File: src/rtl/wb_arbiter.sv
// Two-master Wishbone classic arbiter (instr m0, data m1) with per-CYC grant and ACK watchdog.
// Define WB_ARB_ROUND_ROBIN_EN for alternating conflict resolution (default: m1 has priority).
module wb_arbiter #(
    parameter int XLEN           = 32,
    parameter int TIMEOUT_CYCLES = 64
) (
    input  logic                clk,
    input  logic                rst,
    input  logic                m0_cyc,
    input  logic                m0_stb,
    input  logic                m0_we,
    input  logic [XLEN-1:0]     m0_adr,
    input  logic [XLEN-1:0]     m0_dat_w,
    input  logic [XLEN/8-1:0]   m0_sel,
    output logic                m0_ack,
    output logic                m0_err,
    output logic [XLEN-1:0]     m0_dat_r,
    input  logic                m1_cyc,
    input  logic                m1_stb,
    input  logic                m1_we,
    input  logic [XLEN-1:0]     m1_adr,
    input  logic [XLEN-1:0]     m1_dat_w,
    input  logic [XLEN/8-1:0]   m1_sel,
    output logic                m1_ack,
    output logic                m1_err,
    output logic [XLEN-1:0]     m1_dat_r,
    output logic                s_cyc,
    output logic                s_stb,
    output logic                s_we,
    output logic [XLEN-1:0]     s_adr,
    output logic [XLEN-1:0]     s_dat_w,
    output logic [XLEN/8-1:0]   s_sel,
    input  logic                s_ack,
    input  logic [XLEN-1:0]     s_dat_r,
    output logic [1:0]          grant
);

    localparam int WW = (TIMEOUT_CYCLES > 2) ? $clog2(TIMEOUT_CYCLES) : 1;
    localparam logic [WW-1:0] WDOG_MAX = WW'((TIMEOUT_CYCLES > 0) ? TIMEOUT_CYCLES - 1 : 0);

    typedef enum logic [1:0] {IDLE = 2'd0, G0 = 2'd1, G1 = 2'd2} state_t;

    state_t        state;
    logic [WW-1:0] wdog;
    logic          fire;
    logic          own_cyc;
    logic          oth_cyc;
    logic          pick_m1;

`ifdef WB_ARB_ROUND_ROBIN_EN
    logic last_m1;
    assign pick_m1 = !last_m1;
`else
    assign pick_m1 = 1'b1;
`endif

    assign own_cyc = grant[1] ? m1_cyc : m0_cyc;
    assign oth_cyc = grant[1] ? m0_cyc : m1_cyc;
    // s_cyc is only ever high while a master owns the port, so fire is owner-only.
    assign fire = (TIMEOUT_CYCLES != 0) && s_cyc && s_stb && !s_ack && (wdog == WDOG_MAX);

    always_ff @(posedge clk) begin
        if (rst) begin
            state <= IDLE;
            grant <= 2'b00;
            wdog  <= '0;
`ifdef WB_ARB_ROUND_ROBIN_EN
            last_m1 <= 1'b0;
`endif
        end else begin
            case (state)
                IDLE: begin
                    wdog <= '0;
                    if (m1_cyc && (!m0_cyc || pick_m1)) begin
                        state <= G1;
                        grant <= 2'b10;
`ifdef WB_ARB_ROUND_ROBIN_EN
                        last_m1 <= 1'b1;
`endif
                    end else if (m0_cyc) begin
                        state <= G0;
                        grant <= 2'b01;
`ifdef WB_ARB_ROUND_ROBIN_EN
                        last_m1 <= 1'b0;
`endif
                    end
                end
                default: begin
                    if (!own_cyc) begin
                        wdog <= '0;
                        if (oth_cyc) begin
                            // Direct handover, no idle bubble between owners.
                            state <= (state == G0) ? G1 : G0;
                            grant <= (state == G0) ? 2'b10 : 2'b01;
`ifdef WB_ARB_ROUND_ROBIN_EN
                            last_m1 <= (state == G0);
`endif
                        end else begin
                            state <= IDLE;
                            grant <= 2'b00;
                        end
                    end else if (fire) begin
                        state <= IDLE;
                        grant <= 2'b00;
                        wdog  <= '0;
                    end else if (s_ack) begin
                        wdog <= '0;
                    end else if (s_stb) begin
                        wdog <= wdog + 1'b1;
                    end
                end
            endcase
        end
    end

    always_comb begin
        s_cyc    = 1'b0;
        s_stb    = 1'b0;
        s_we     = 1'b0;
        s_adr    = '0;
        s_dat_w  = '0;
        s_sel    = '0;
        m0_ack   = 1'b0;
        m0_err   = 1'b0;
        m0_dat_r = '0;
        m1_ack   = 1'b0;
        m1_err   = 1'b0;
        m1_dat_r = '0;
        if (grant[0]) begin
            s_cyc    = m0_cyc;
            s_stb    = m0_stb;
            s_we     = m0_we;
            s_adr    = m0_adr;
            s_dat_w  = m0_dat_w;
            s_sel    = m0_sel;
            m0_ack   = s_ack;
            m0_err   = fire;
            m0_dat_r = s_dat_r;
        end else if (grant[1]) begin
            s_cyc    = m1_cyc;
            s_stb    = m1_stb;
            s_we     = m1_we;
            s_adr    = m1_adr;
            s_dat_w  = m1_dat_w;
            s_sel    = m1_sel;
            m1_ack   = s_ack;
            m1_err   = fire;
            m1_dat_r = s_dat_r;
        end
    end

endmodule
File: config.mk
export PLATFORM = sky130hd
export DESIGN_NAME = wb_arbiter
export DESIGN_NICKNAME = d
export VERILOG_FILES = /design/src/rtl/wb_arbiter.sv
export SDC_FILE = /design/constraint.sdc
export NUM_CORES = 1
export LEC_CHECK = 0
export ABC_AREA = 0
export BUFFER_PORTS_ARGS = -buffer_cell sky130_fd_sc_hd__buf_2
export CORE_AREA = 2 2 125 127
export CTS_BUF_LIST = sky130_fd_sc_hd__clkbuf_8
export DETAILED_ROUTE_END_ITERATION = 10
export DIE_AREA = 0 0 127 129
export GPL_TIMING_DRIVEN = 0
export MAX_ROUTING_LAYER = met4
export PLACE_DENSITY = 0.47
export SKIP_CTS_REPAIR_TIMING = 1
export SLEW_MARGIN = 20
export SYNTH_ARGS = -nofsm -noshare
export SYNTH_HDL_FRONTEND = slang
export SYNTH_SLANG_ARGS = --single-unit
File: constraint.sdc
create_clock -name clk -period 3.2 [get_ports clk]
set_input_delay 0.32 -clock clk [delete_from_list [all_inputs] [get_ports clk]]
set_output_delay 0.32 -clock clk [all_outputs]
set_load 0.1 [all_outputs]
==> flow_summary.ini, run 1 <==
[job]
drv_cap = 0

[layout]
drive_gt1_share_pct = 62.7
final_nets = 713
multiInputGateArea_sq_mm = 0.00130
post-route-util_pct = 23.1
fillCellCount = 1733
stdcell_area_sq_mm = 0.00346
syn2layout_area_growth_pct = 117
diodes = 0
regArea_sq_um = 160

[setup_path]
cp.arrival_ps = 2170
critPathLaunchType = flip-flop
slowest_delay_ps = 510
slowest_stage = dfxtp_1
cp.required_ps = 2880
crit_path_end_kind = output pin
cp_cell_sequence = nor2b_2 > buf_4 > buf_4 > a22o_1 > buf_2
setup.worst_path.start = state[1]$_SDFFE_PP0P_
cpMostUsedCell = buf_4
cp-endpoint = s_adr[30]
rr_worst_depth = 5
r2r_slack_ps = 1590
path_class = reg2out
r2r-end = wdog[5]$_SDFFE_PP0N_
r2r-start = state[0]$_SDFFE_PP0P_
crit_fanout = 10

[drt]
wirelength_microns = 10200
post_drt_wl_per_cell_microns = 14.2
viasPerCell = 3.89
drtAntennaViolNets = 0
route.detailed.drc = 0
via_count = 2806
drtIter0Drc = 105
firstDrtPassIters = 4

[synth]
synthArstFlopShare_pct = 0
avgSynthCellArea_sq_um = 7.48
synth_edf_count = 0
ys_ff_latch = 8
yosys_warnings = 0
syn_inst = 213
syn-num-nets = 391
yosys.cell_types.count = 27
synth-seq-area-share_pct = 10.1
syn-cell-area_sq_mm = 0.00159
synthFlopType = dfxtp_1

[clocking]
cts-buffers-inserted = 3
path_clk_slew_ps = 40
ctsRootBufferMaster = clkbuf_8
clock_path_buffers = 2
cts_tree = done
cts.sinks = 8
htree_levels = 1
clock_latency_ps = 220

[sta]
hold_violations = 0
max_slew.worst_pin.slew_ps = 519
max_freq_mhz = 401
rsz0062_at_grt = no
slew_headroom_pct = 65.6
period_share_pct = 77.9
fin_skew_ps = 2.75
period_needed_ps = 2490
setup_violations = 0
fin_ws_ps = 708
drv_slew = 0

[floorplan]
coreArea_sq_mm = 0.0150
io_pins = 318
die_h_microns = 129
die_area_sq_mm = 0.0164
initial_core_util_pct = 10.6
rows = 45
die_w_microns = 127

[min_path]
hold_path.class = in2reg
hp-start = rst

[power_and_ir_drop]
ir_drop_uv = 147
p_leak_uw = 0.00213
p_per_area_mw_per_mm2 = 390

[global_route]
grt_use_total_pct = 11.0
overflow = 0
grt_max_degree = 11
antenna_found_initial = 0
grt_pass1_wl_microns = 14200
grt_pass1_vias = 2612

[place]
dpl_cell_area_sq_mm = 0.00341
hpwl_microns = 8820
gp_congestion = 0.815
pre_cts_slack_ps = 878
port_buffers = 317

[outcome]
status = complete, no violations
layout make-up:
| class | instances | share of cell area, % |
|---|---|---|
| timing repair buffer | 317 | 45.9 |
| clock buffer | 3 | 1.19 |
| multi-input combinational | 178 | 37.5 |
| tap | 188 | 6.81 |
| sequential | 8 | 4.63 |
| inverter | 4 | 0.434 |
| buffer | 23 | 3.48 |
placed cells by master, fill, tap and decap left out, drive strengths merged, types with 2 or more instances in the layout:
cell    instances
and2           67
xnor2           4
dfxtp           8
a211oi          3
a22o           69
nor2            7
nand2           8
buf           328
a21oi           2
clkbuf         15
nand3b          3
inv             4
nand3           3
per-layer routing:
metal,part of all wire [%],global-route usage (%)
met3,6.4,1.21
met4,0.17,0.776
met2,51,19.4
met5,0,-
met1,43,14.3
worst min path at each step:
stage	to	slack (ps)	depth (start not counted)
final	state[0]$_SDFFE_PP0P_	300	2
after global routing	state[0]$_SDFFE_PP0P_	310	2
after CTS	state[1]$_SDFFE_PP0P_	300	2
after detailed placement	wdog[5]$_SDFFE_PP0N_	520	2
after global placement	wdog[5]$_SDFFE_PP0N_	510	2
after floorplan	state[0]$_SDFFE_PP0P_	390	1
flip-flops by register name (all words and copies together) (netlist names):
name / cells
wdog: 6
state: 2
synth_stat cells, types with 2 or more instances:
library cell	number	area share (%)
a211oi_1	3	1.4
dfxtp_1	8	10
and2_1	67	26
nand3b_1	2	0.94
nand3_1	3	0.94
nand2_1	8	1.9
clkbuf_1	12	2.8
a21oi_1	2	0.63
a22o_1	69	38
xnor2_1	4	2.2
buf_2	3	0.94
nor2_1	7	1.6
inv_1	4	0.94
buf_4	8	3.8
cell families after synthesis:
group | synth area share [%]
muxes | 0.628
DFF | 10.1
adders and majority gates | 0.785
AOI/OAI and AO/OA | 42.9
and+or+nand+nor | 34.4
buffers and inverters | 8.48
xor gates and xnor gates | 2.75
per-stage QoR:
stage	hold slack, ps	setup TNS (ps)	power (uW)	instances
after floorplan	389	-243	994	213
after global placement	512	0	1240	718
after detailed placement	524	0	1240	718
after CTS	298	0	1360	721
after global routing	305	0	1400	721
final	299	0	1350	721
where the power goes:
| part | leakage (uW) | total (uW) | switching (uW) | internal (uW) |
|---|---|---|---|---|
| Clock | 0.0000216 | 117 | 35.9 | 81.2 |
| Sequential | 0.0000648 | 105 | 2.77 | 102 |
| Combinational | 0.00204 | 1130 | 907 | 219 |
critical path, delay by kind of cell, from the launching register on:
kind | cells | cell delay, ps
compound gates | 1 | 180
buf+inv | 3 | 900
simple gates | 1 | 350
flops | 1 | 510
Note: power is estimated with default switching activity, not from simulation.
==> run 2: changes to the inputs <==
CORE_AREA = 2 2 122 124   (was 2 2 125 127)
DIE_AREA = 0 0 124 126   (was 0 0 127 129)
PLACE_DENSITY = 0.5   (was 0.47)
clock period = 2.2 ns   (was 3.2 ns; I/O delays follow)
==> flow_summary.ini, run 2 (synthesized netlist as in run 1, its figures left out) <==
[global_route]
grt_pass1_vias = 2527
grt_use_total_pct = 11.6
grt_max_degree = 11
overflow = 0
antenna_found_initial = 0
grt_pass1_wl_microns = 13900

[floorplan]
die_area_sq_mm = 0.0156
coreArea_sq_mm = 0.0143
initial_core_util_pct = 11.1
io_pins = 318
die_w_microns = 124
die_h_microns = 126
rows = 44

[setup_path]
cp.arrival_ps = 1860
cp.required_ps = 1980
critPathLaunchType = flip-flop
path_class = reg2out
crit_fanout = 10
r2r_slack_ps = 520
crit_path_end_kind = output pin

[clocking]
cts-buffers-inserted = 3
cts_tree = done
htree_levels = 1
clock_path_buffers = 2
clock_latency_ps = 230
path_clk_slew_ps = 40
ctsRootBufferMaster = clkbuf_8
cts.sinks = 8

[layout]
final_common_cell = buf_2
largest_register = wdog
layout.cells.non_filler = 717
final_nets = 713
multiInputGateArea_sq_mm = 0.00149
fillCellCount = 1600
diodes = 0
final_cell_mix = buf_2, and2_2, a22o_2
syn2layout_area_growth_pct = 158
drive_gt1_share_pct = 89.7
largest_register_ffs = 6
regArea_sq_um = 163
largestRegisters = wdog: 6 flops, state: 2 flops
post-route-util_pct = 28.7
stdcell_area_sq_mm = 0.00411

[place]
hpwl_microns = 8470
port_buffers = 317
dp_cells = 714
dpl_cell_area_sq_mm = 0.00359
gp_congestion = 0.799

[sta]
slew_headroom_pct = 65.8
max_freq_mhz = 482
period_share_pct = 94.3
drv_slew = 0
rsz0062_at_grt = no
hold_violations = 0
setup_violations = 0
max_slew.worst_pin.slew_ps = 517
fin_skew_ps = 2.44
period_needed_ps = 2080

[power_and_ir_drop]
p_leak_uw = 0.00224
fin_total_pwr_uw = 2120
ir_drop_uv = 251
p_per_area_mw_per_mm2 = 517

[job]
drv_cap = 0

[drt]
viasPerCell = 4.00
route.detailed.drc = 0
wirelength_microns = 10400
drtIter0Drc = 118
drtAntennaViolNets = 0
post_drt_wl_per_cell_microns = 14.5
via_count = 2870
firstDrtPassIters = 4

[min_path]
hold_path.class = in2reg

[outcome]
status = complete, no violations
run 2: cell count changes in the layout (fill, tap and decap cells not counted), sizes merged:
cell,previous run,this run
clkbuf,15,76
buf,328,267
run 2: layout make-up:
cell class / instances / share of cell area, %
Timing Repair Buffer: 317 / 49.5
Multi-Input combinational cell: 178 / 36.2
Tap cell: 184 / 5.61
Sequential cell: 8 / 3.96
Buffer: 23 / 3.35
Clock buffer: 3 / 1.01
Inverter: 4 / 0.366
run 2: per-layer routing:
metal,GRT usage [%],up-vias,routed length (microns)
met1,15.2,1283,4230
met4,1.85,0,91
met5,-,-,0
met2,20.0,151,5470
met3,0.725,7,640
li1,-,1429,-
run 2: where the power goes:
part	total, uW	switching, uW	leakage [uW]	internal (uW)
clock	176	57.6	0.0000216	118
combinational	1790	1340	0.00216	454
sequential	153	4.40	0.0000655	149
run 2: path summary, 6_finish.rpt:
check | from | end | depth (start not counted)
worst max-delay path | state[0]$_SDFFE_PP0P_ | m0_err | 5
worst max register to register | state[0]$_SDFFE_PP0P_ | wdog[3]$_SDFFE_PP0N_ | 5
worst min register to register | wdog[5]$_SDFFE_PP0N_ | wdog[5]$_SDFFE_PP0N_ | 2
worst min-delay path | rst | state[0]$_SDFFE_PP0P_ | 2
run 2: worst max-delay path, stage by stage, from the launching register on:
cell      delay (ps)
dfxtp_2          330
clkbuf_4         230
nand2_1          190
a211o_1          420
nor2_4           110
clkbuf_4         340
run 2: stage by stage:
stage | setup TNS (ps) | worst slack (ps) | hold WS (ps)
6_report | 0 | 125 | 187
5_1_grt | 0 | 24.3 | 181
4_1_cts | -20980 | -343 | 186
3_5_place_dp | -733 | -99.6 | 423
3_3_place_gp | -868 | -116 | 422
2_1_floorplan | 0 | 25.9 | 282
==> run 3: changes to the inputs <==
ABC_AREA = 1   (was 0)
PLACE_DENSITY = 0.53   (was 0.5)
REMOVE_ABC_BUFFERS = 1   (was unset)
==> flow_summary.ini, run 3 <==
[synth]
synth_adder_area_share_pct = 0.629
syn_inst = 440
synthMuxAreaShare_pct = 0
synth_common_cells = nand2_1, nand3_1, nor2_1
synth-seq-area-share_pct = 8.06
synth_xor_area_share_pct = 1.76
syn-cell-area_sq_mm = 0.00199
avgSynthCellArea_sq_um = 4.52
synthSimpleGateAreaFrac_pct = 72.6
synth_edf_count = 0
synth_most_common_cell = nand2_1
synthFlopType = dfxtp_1
synth_area_leader_cell = nand2_1
synth.top_cell.area_share_pct = 41.0
ys_top_cells_by_area = nand2_1, nand3_1, nor2_1
synth-compound-area-share_pct = 1.38
yosys.cell_types.count = 21
synthArstFlopShare_pct = 0
ys_ff_latch = 8
yosys_warnings = 0
synth_top_family_by_area = simple AND/OR/NAND/NOR gates

[floorplan]
initial_core_util_pct = 13.9
die_area_sq_mm = 0.0156
die_w_microns = 124
coreArea_sq_mm = 0.0143
die_h_microns = 126
rows = 44
io_pins = 318

[setup_path]
cp.required_ps = 1980
path_class = reg2out
critPathLaunchType = flip-flop
cp.arrival_ps = 1910
crit_path_end_kind = output pin
crit_fanout = 73
r2r_slack_ps = 530

[sta]
drv_slew = 0
max_slew.worst_pin.slew_ps = 507
fin_skew_ps = 1.23
max_freq_mhz = 470
period_needed_ps = 2130
rsz0062_at_grt = yes
setup_tns_ps = 0
hold_violations = 0
period_share_pct = 96.8
slew_headroom_pct = 66.4
setup_violations = 0

[place]
hpwl_microns = 7440
gp_congestion = 0.770
port_buffers = 317
dp_cells = 909

[clocking]
ctsRootBufferMaster = clkbuf_8
clock_latency_ps = 230
cts.sinks = 8
path_clk_slew_ps = 40
htree_levels = 1
cts-buffers-inserted = 3
clock_path_buffers = 2
cts_tree = done

[drt]
post_drt_wl_per_cell_microns = 11.2
drtAntennaViolNets = 0
firstDrtPassIters = 4
wirelength_microns = 10400
drtIter0Drc = 113
viasPerCell = 4.04
via_count = 3733
route.detailed.drc = 0

[job]
drv_cap = 0

[global_route]
antenna_found_initial = 0
grt_max_degree = 80
grt_pass1_wl_microns = 13600
grt_use_total_pct = 10.8
grt_pass1_vias = 3040
overflow = 0

[layout]
layout.cells.non_filler = 923
largestRegisters = wdog: 6 flops, state: 2 flops
final_cell_mix = buf_2, nand2_1, nand3_1
diodes = 0
largest_register_ffs = 6
largest_register = wdog
drive_gt1_share_pct = 46.8
final_common_cell = buf_2
syn2layout_area_growth_pct = 97.6
final_nets = 918

[outcome]
status = complete, no violations

[min_path]
hold_path.class = in2reg
## run 3: cell families after synthesis
logic type / Yosys count
AND/OR/NAND/NOR: 346
flip-flops: 8
adder cells (fa/ha/maj): 1
AO/OA/AOI/OAI: 5
XOR/XNOR: 4
buffers and inverters: 76
## run 3: worst paths after layout
kind,start,endpoint,depth (start not counted)
worst max register to register,state[0]$_SDFFE_PP0P_,state[1]$_SDFFE_PP0P_,10
worst min register to register,wdog[0]$_SDFFE_PP0N_,wdog[0]$_SDFFE_PP0N_,2
worst max-delay path,state[0]$_SDFFE_PP0P_,m0_err,7
worst min-delay path,rst,state[1]$_SDFFE_PP0P_,4
## run 3: cell type report
class                   instances  area (sq um)
clock inverters                 1          3.75
fillers                      1655         10400
repair buffers                329          1780
multi-input cells             356          1520
clock buffers                   3          41.3
flip-flops and latches          8           168
inverters                      42           184
well taps                     184           230
## run 3: critical path: stages, from the launching register on
cell and delay (ps):
dfxtp_4 380, buf_16 180, clkinv_16 170, nand3_1 140, nand2_4 150, inv_2 60, nor4_1 170, buf_4 340
## run 3: through the flow
| step | worst slack [ps] | cell area, sq um | util (%) | hold WS [ps] |
|---|---|---|---|---|
| 2_1_floorplan | -4910 | 1840 | - | 419 |
| 3_3_place_gp | -4710 | 3650 | 25.5 | 477 |
| 3_5_place_dp | -601 | 3720 | 26.0 | 479 |
| 4_1_cts | -855 | 3760 | 26.3 | 287 |
| 5_1_grt | -8.68 | 3930 | 27.4 | 316 |
| 6_report | 71.0 | 3930 | 27.4 | 300 |
## run 3: layer usage
metal | vias up | track usage, % | wire [microns]
met5 | - | - | 0
met4 | 0 | 1.19 | 57
met3 | 6 | 0.679 | 781
met2 | 190 | 20.8 | 5260
met1 | 1601 | 12.3 | 4280
li1 | 1936 | - | -
Power of run 3 is not shown: default switching activity piles up to over one toggle a cycle in this logic, so the estimate is an artifact.
